==> config.mk <==
export PLATFORM = sky130hd
export DESIGN_NAME = spiker_frame_writer
export DESIGN_NICKNAME = d
export VERILOG_FILES = /design/src/rtl/spiker_writer_pkg.sv /design/src/rtl/spiker_frame_fifo.sv /design/src/rtl/spiker_frame_writer.sv
export SDC_FILE = /design/constraint.sdc
export NUM_CORES = 2
export LEC_CHECK = 0
export BUFFER_PORTS_ARGS = -buffer_cell sky130_fd_sc_hd__buf_2
export CAP_MARGIN = 20
export CELL_PAD_IN_SITES_DETAIL_PLACEMENT = 0
export CELL_PAD_IN_SITES_GLOBAL_PLACEMENT = 1
export CORE_AREA = 10 10 632 634
export CTS_CLUSTER_SIZE = 20
export DETAILED_ROUTE_END_ITERATION = 8
export DIE_AREA = 0 0 642 644
export PLACE_DENSITY = 0.71
export SLEW_MARGIN = 5
export SYNTH_ARGS = -nofsm -noshare
export SYNTH_HDL_FRONTEND = slang
export SYNTH_SLANG_ARGS = --single-unit
==> constraint.sdc <==
create_clock -name clk_i -period 33.6 [get_ports clk_i]
set_clock_uncertainty 0.2 [all_clocks]
set_input_delay 6.72 -clock clk_i [delete_from_list [all_inputs] [get_ports clk_i]]
set_output_delay 6.72 -clock clk_i [all_outputs]
set_load 0.01 [all_outputs]
==> src/rtl/spiker_writer_pkg.sv <==
// Shared types, defaults and helpers for the spiker frame writer.
// Sizing helpers and the popcount used by the SPIKER_WRITER_POPCOUNT_EN build.
package spiker_writer_pkg;

    localparam int unsigned DEF_WORD_WIDTH = 32;
    localparam int unsigned DEF_DATA_WIDTH = 800;
    localparam int unsigned POP_MAX_W      = 4096;

    function automatic int unsigned n_words(
        input int unsigned data_w,
        input int unsigned word_w
    );
        return (data_w + word_w - 1) / word_w;
    endfunction

    function automatic int unsigned ptr_w(input int unsigned depth);
        return (depth <= 2) ? 1 : $clog2(depth);
    endfunction

    function automatic int unsigned lvl_w(input int unsigned depth);
        return $clog2(depth + 1);
    endfunction

    function automatic int unsigned popcount(
        input logic [POP_MAX_W-1:0] v
    );
        int unsigned c;
        c = 0;
        for (int i = 0; i < POP_MAX_W; i++) begin
            c += {31'd0, v[i]};
        end
        return c;
    endfunction

endpackage

==> src/rtl/spiker_frame_fifo.sv <==
// DEPTH x DATA_WIDTH frame store with wrap-around pointers and a level count.
// Callers gate push/pop with full/empty; clear flushes pointers and level.
module spiker_frame_fifo
    import spiker_writer_pkg::*;
#(
    parameter int unsigned DATA_WIDTH = DEF_DATA_WIDTH,
    parameter int unsigned DEPTH      = 4,
    localparam int unsigned PW        = ptr_w(DEPTH),
    localparam int unsigned LW        = lvl_w(DEPTH)
) (
    input  logic                  clk_i,
    input  logic                  rst_i,
    input  logic                  clear_i,
    input  logic                  push_i,
    input  logic                  pop_i,
    input  logic [DATA_WIDTH-1:0] data_i,
    output logic [DATA_WIDTH-1:0] head_o,
    output logic [LW-1:0]         level_o,
    output logic                  full_o,
    output logic                  empty_o
);

    logic [DATA_WIDTH-1:0] mem [DEPTH];
    logic [PW-1:0]         wr_ptr_q;
    logic [PW-1:0]         rd_ptr_q;
    logic [LW-1:0]         level_q;

    // Frame storage; no reset, stale frames are unreachable once pointers reset
    always_ff @(posedge clk_i) begin
        if (push_i && !clear_i && !rst_i) begin
            mem[wr_ptr_q] <= data_i;
        end
    end

    // Pointer and level bookkeeping
    always_ff @(posedge clk_i) begin
        if (rst_i || clear_i) begin
            wr_ptr_q <= '0;
            rd_ptr_q <= '0;
            level_q  <= '0;
        end else begin
            if (push_i) wr_ptr_q <= wr_ptr_q + PW'(1);
            if (pop_i)  rd_ptr_q <= rd_ptr_q + PW'(1);
            if (push_i && !pop_i)      level_q <= level_q + LW'(1);
            else if (pop_i && !push_i) level_q <= level_q - LW'(1);
        end
    end

    assign head_o  = mem[rd_ptr_q];
    assign level_o = level_q;
    assign full_o  = (level_q == LW'(DEPTH));
    assign empty_o = (level_q == '0);

endmodule

==> src/rtl/spiker_frame_writer.sv <==
// Buffers core spike frames and pops them onto word-sliced result registers.
// Optional popcount output enabled by defining SPIKER_WRITER_POPCOUNT_EN.
module spiker_frame_writer
    import spiker_writer_pkg::*;
#(
    parameter int unsigned WORD_WIDTH   = DEF_WORD_WIDTH,
    parameter int unsigned DATA_WIDTH   = DEF_DATA_WIDTH,
    parameter int unsigned DEPTH        = 4,
    parameter int unsigned SAMPLE_DIV_W = 4,
    localparam int unsigned N_REG       = n_words(DATA_WIDTH, WORD_WIDTH),
    localparam int unsigned RW          = N_REG * WORD_WIDTH,
    localparam int unsigned LW          = lvl_w(DEPTH),
    localparam int unsigned CW          = $clog2(DATA_WIDTH + 1)
) (
    input  logic                    clk_i,
    input  logic                    rst_i,
    input  logic [DATA_WIDTH-1:0]   data_i,
    input  logic                    valid_i,
    output logic                    writer_ready_o,
    input  logic                    sample_i,
    input  logic [SAMPLE_DIV_W-1:0] sample_div_i,
    input  logic                    clear_i,
    output logic [RW-1:0]           result_o,
    output logic                    result_valid_o,
    output logic                    status_ready_o,
    output logic                    status_sample_o,
    output logic [LW-1:0]           level_o,
    output logic                    overflow_o,
    output logic                    underflow_o,
    output logic [CW-1:0]           spike_count_o
);

    logic [DATA_WIDTH-1:0]   head;
    logic                    full;
    logic                    empty;
    logic                    push_ok;
    logic                    pop_ok;
    logic [RW-1:0]           head_pad;
    logic [RW-1:0]           result_q;
    logic                    rvalid_q;
    logic                    ssample_q;
    logic                    ovf_q;
    logic                    unf_q;
    logic [SAMPLE_DIV_W-1:0] cnt_q;

    assign push_ok = valid_i && !full && !clear_i;
    assign pop_ok  = sample_i && !empty && !clear_i;

    spiker_frame_fifo #(
        .DATA_WIDTH(DATA_WIDTH),
        .DEPTH     (DEPTH)
    ) u_fifo (
        .clk_i  (clk_i),
        .rst_i  (rst_i),
        .clear_i(clear_i),
        .push_i (push_ok),
        .pop_i  (pop_ok),
        .data_i (data_i),
        .head_o (head),
        .level_o(level_o),
        .full_o (full),
        .empty_o(empty)
    );

    // Zero-pad the head frame up to the full register word span
    always_comb begin
        head_pad = '0;
        head_pad[DATA_WIDTH-1:0] = head;
    end

    // Pop register, sample divider and sticky status flags
    always_ff @(posedge clk_i) begin
        if (rst_i) begin
            result_q  <= '0;
            rvalid_q  <= 1'b0;
            ssample_q <= 1'b0;
            ovf_q     <= 1'b0;
            unf_q     <= 1'b0;
            cnt_q     <= '0;
        end else if (clear_i) begin
            rvalid_q  <= 1'b0;
            ssample_q <= 1'b0;
            ovf_q     <= 1'b0;
            unf_q     <= 1'b0;
            cnt_q     <= '0;
        end else begin
            rvalid_q  <= pop_ok;
            ssample_q <= 1'b0;
            if (valid_i && full) ovf_q <= 1'b1;
            if (sample_i && empty) unf_q <= 1'b1;
            if (pop_ok) begin
                result_q <= head_pad;
                if (cnt_q >= sample_div_i) begin
                    cnt_q     <= '0;
                    ssample_q <= 1'b1;
                end else begin
                    cnt_q <= cnt_q + SAMPLE_DIV_W'(1);
                end
            end
        end
    end

`ifdef SPIKER_WRITER_POPCOUNT_EN
    logic [POP_MAX_W-1:0] head_ext;
    logic [CW-1:0]        count_q;

    always_comb begin
        head_ext = '0;
        head_ext[DATA_WIDTH-1:0] = head;
    end

    // Popcount captured together with the popped frame
    always_ff @(posedge clk_i) begin
        if (rst_i) begin
            count_q <= '0;
        end else if (pop_ok) begin
            count_q <= CW'(popcount(head_ext));
        end
    end

    assign spike_count_o = count_q;
`else
    assign spike_count_o = '0;
`endif

    assign writer_ready_o  = !full;
    assign status_ready_o  = valid_i;
    assign result_o        = result_q;
    assign result_valid_o  = rvalid_q;
    assign status_sample_o = ssample_q;
    assign overflow_o      = ovf_q;
    assign underflow_o     = unf_q;

endmodule

; ---- After elaboration in Yosys (flattened, before gate mapping)
; Memory sizes are Yosys's and may differ from the RTL's. A register that Yosys moved wholly into a read port is not among the register bits.
; Index checks and enable logic that the tools add are counted.
; W data, S select, Z words.
[totals]
mem_bits_rw = 3200
mem_count = 1
out_inout_bits = 819
reg_bits = 15
[classes]
n_mux = 6
n_addsub = 5
order_cmp = 1
eq_ne = 1
n_reduce_logical = 22
bitwise = 2
[mem_list]
columns = memory, words, word_bits, rd, rd_ports_with_merged_regs, write_ports, line_no
row1 = u_fifo.mem, 4, 800, 1, 1, 1, spiker_frame_fifo.sv:23  ; logic [DATA_WIDTH-1:0] mem [DEPTH];
[ops]
columns = operator, count
row1 = $logic_and A1 B1 Y1, 10
row2 = $logic_not A1 Y1, 6
row3 = $mux W3, 2
row4 = $add A2 B1 Y2 const B, 2
row5 = $add A4 B1 Y4 const B, 1
row6 = $ge A4 B4 Y1, 1
row7 = $mux W4, 1
row8 = $add A3 B1 Y3 const B, 1
row9 = $eq A3 B3 Y1 const B, 1
row10 = $logic_not A3 Y1, 1
row11 = $mux W1, 3
row12 = $reduce_or A3 Y1, 1
row13 = $sub A3 B1 Y3 const B, 1
row14 = $not A1 Y1, 2
row15 = $reduce_and A2 Y1, 1
row16 = $reduce_bool A2 Y1, 1
row17 = $reduce_or A2 Y1, 1
row18 = $logic_or A1 B1 Y1, 1

; ---- Logic depth before layout (Yosys ltp)
[logic_depth]
ltp_word = 8
depth_mapped = 11
depth_no_buf = 9

; ---- Cells and area by module
; A second synthesis with hierarchy kept.
[unflattened]
hier_cells = 7754
hier_area_um2 = 144830.2
[modules_own_cells]
columns = mod, instances, cells_per_inst, area_per_inst_um2
row1 = spiker_frame_fifo, 1, 4224, 116757.0
row2 = spiker_frame_writer, 1, 3530, 28073.2

; ---- Worst setup path before layout
; Ideal clock, no wire load.
[synth_path]
kind = input port to flip-flop
startpoint = input port rst_i
endpoint = memory u_fifo.mem[0][0] (netlist bit) (enable)
stages = 3
path_buffers = 1
t_arrival_ns = 25.205
setup_ns = 1.277
required_ns = 32.123
slack_ns = 6.918
path_cell_list = buf_2 > nor2_1 > and3_1
[synth_via]
elab_chain_len = 4
[synth_rtl]
columns = item, line_no
row1 = "start, declared", spiker_frame_writer.sv:16  ; input logic rst_i,
row2 = $logic_not A1 Y1, spiker_frame_fifo.sv:30  ; if (push_i && !clear_i && !rst_i) begin
row3 = $logic_and A1 B1 Y1, spiker_frame_fifo.sv:30
row4 = $mux W1, spiker_frame_fifo.sv:30
row5 = $mux W1 (not written as such), spiker_frame_fifo.sv:31  ; mem[wr_ptr_q] <= data_i;
row6 = "end, declared", spiker_frame_fifo.sv:23
; Every way passes these cells.

; ---- Final worst setup path
[layout_path]
startpoint = input port valid_i
endpoint = output port status_ready_o
[layout_lines]
columns = item, line_no
row1 = "start, declared", spiker_frame_writer.sv:18  ; input logic valid_i,
row2 = "end, declared", spiker_frame_writer.sv:25  ; output logic status_ready_o,
; No word-level cell between the ends.

==> flow_summary.ini <==
[run_status]
status = completed

[cells_and_area]
multi_input_comb_area_um2 = 28600
layout.cells.non_filler = 15100
area_growth_pct = 18.9
regArea_um2 = 112000
nets = 10300
drive_gt1_frac = 0.322
fillCellCount = 33700

[setup_path]
critPathRequiredTime_ns = 26.68
cp_slowest_cell = buf_2
worstPathArrival_ns = 7.03
path_cells = buf_2, buf_2
start_kind = primary input
rr_worst_depth = 9
cp_max_fo = 4
slowest_delay_ns = 0.16
critPathTopFamily = buffers and inverters
critPathBufInv = 2
crit_type = in2out
cp.depth = 2
critPathCaptureType = output port
cpMostUsedCell = buf_2

[drt]
vias = 77800
drtIter0Drc = 6863
wl_per_cell_um = 27.1
ant_nets = 0
viasPerCell = 5.15
drt_wl_total_um = 410000
drtPass1Iterations = 7
drc = 0

[floorplanning]
io_pins = 1628
die_w_um = 642
row_count = 229
core_region_area_um2 = 387000
dieArea_um2 = 413000
initial_core_util = 0.371
fp.dieH_um = 644

[pwr]
ir_drop_mv = 0.0459
p_per_area_nw_per_um2 = 60.5
p_leak_nw = 56.4

[synthesis]
synth_largest_area_cell = edfxtp_1
synth.most_common_cell = edfxtp_1
ys_warn_count = 0
synthesis.area_um2 = 143000
synth_ff_type = edfxtp_1
synth-edff-count = 3200
ys_types = 38
syn-instance-count = 7753
ys_ff_latch = 4015
seq_area_frac_synth = 0.784
yosysTopAreaCellShare = 0.670
synth_area_leaders = edfxtp_1, mux4_2, dfxtp_1
ys_top_cells_by_count = edfxtp_1, nand2_1, dfxtp_1
async_flop_share = 0
synth_area_per_cell_um2 = 18.5

[clocking]
root_buffer = clkbuf_16
clkSinkCount = 4015
cts_htree_levels = 5
clk_pin_slew_ns = 0.06
post-cts-setup-buffer-count = 0
cts_tree = done
clock_path_buffers = 4
cts_resized = 0
cts_made_buffers = 402
clock_latency_ns = 0.99
cts_hold_buffers = 0

[grt]
grtUsageTotal = 0.189
antenna_found_initial = 310
grt_max_degree = 159
grt_pass1_wl_um = 581000
grt_pass1_vias = 79000
grt-ovfl-total = 0

[timing]
timing.fmax_mhz = 71.7
setup_violations = 0
finalMaxSlewViolations = 0
tightest_slew_ns = 1.21
setup-tns-final_ns = 0
post-route-period-util = 0.415
min_period_ns = 13.95
grt_setup_unrepaired = false
hold_viol_final = 0
maxSlewHeadroom = 0.195

[placement]
dp.cells = 14200
place.gp.congestion = 0.820
portBuffers = 1617
dp_hpwl_um = 273000

[min_path]
hold_depth = 2
hold_path.class = reg2reg

[run]
cap_violations = 0
## worst paths after layout
check / end / from / slack, ns
max: status_ready_o / valid_i / 19.65
min: result_o[276] / result_o[276] / 0.25
max reg2reg: u_fifo.mem[3][258] / u_fifo.level_o[0] / 26.12
min reg2reg: result_o[276] / result_o[276] / 0.25
## layer usage
layer,vias up,share of wire,GRT usage
li1,33400,-,-
met1,40500,0.37,0.223
met2,2883,0.51,0.330
met3,880,0.078,0.0529
met4,136,0.040,0.0704
met5,-,0.0021,0
## worst min-delay path, stage by stage (launching register included)
cell	delay, ns
dfxtp_1	0.30
nand2_1	0.05
a21oi_1	0.05
## metrics by stage
stage	util	hold WS, ns	instance area [um^2]	setup WS [ns]	total power [W]
finish	0.441	0.250	171000	19.65	0.0103
global placement	0.405	0.240	157000	19.66	0.00589
floorplan	-	0.262	143000	6.92	0.00575
CTS	0.440	0.252	170000	19.66	0.0104
global route	0.440	0.267	170000	19.65	0.0106
detailed placement	0.405	0.244	157000	19.66	0.00590
## cell type report
type                            count  area share
Antenna cell                      135     0.00198
Clock inverter                    191      0.0133
Inverter                            9    0.000242
Multi-Input combinational cell   3280       0.168
Clock buffer                      568      0.0661
Timing Repair Buffer             1722      0.0536
Tap cell                         5197      0.0381
Sequential cell                  4015       0.659
## cells by family after synthesis
logic type / count (synthesis) / share of synthesized area
fa+ha+maj: 11 / 0.00101
other cells: 1 / 0.0000261
buf+inv: 467 / 0.0174
flops: 4015 / 0.784
mux: 801 / 0.126
xor+xnor: 5 / 0.000305
compound gates: 818 / 0.0287
simple gates: 1635 / 0.0432
## power by group
part	leakage, nW	total [W]	internal (W)	switching [W]
sequential	35.5	0.00546	0.00543	0.0000306
clock	6.62	0.00453	0.00262	0.00191
combinational	14.3	0.000331	0.000117	0.000214
total	56.4	0.0103	0.00817	0.00216
## sequential cells by signal, summed over array words and instances (netlist names)
name             count
cnt_q                4
overflow_o           1
result_o           800
result_valid_o       1
status_sample_o      1
u_fifo.level_o       3
u_fifo.mem        3200
u_fifo.rd_ptr_q      2
u_fifo.wr_ptr_q      2
underflow_o          1
## layout by cell type, fill, tap and decap left out, drive strengths merged
cell type  synthesis  final
buf              327   1722
bufinv             0     33
nand2           1604   1604
nor2              14     14
diode              0    135
a31oi              3      3
or3b               1      1
mux4             800    800
o2111ai            1      1
nor3b              2      2
nor2b              1      1
xor2               2      2
nand3              1      1
nand2b             2      2
edfxtp          3200   3200
o211ai             3      3
clkbuf           131    568
or2                2      2
nor3               1      1
conb               1     10
ha                10     10
mux2i              1      1
clkinvlp           0     10
inv                9     29
fa                 1      1
or3                1      1
a2111oi            1      1
and2               1      1
and3               4      4
nor4               1      1
a21oi            807    807
dfxtp            815    815
xnor2              3      3
clkinv             0    128
o21ai              3      3
Note: power is estimated with default switching activity, not from simulation.
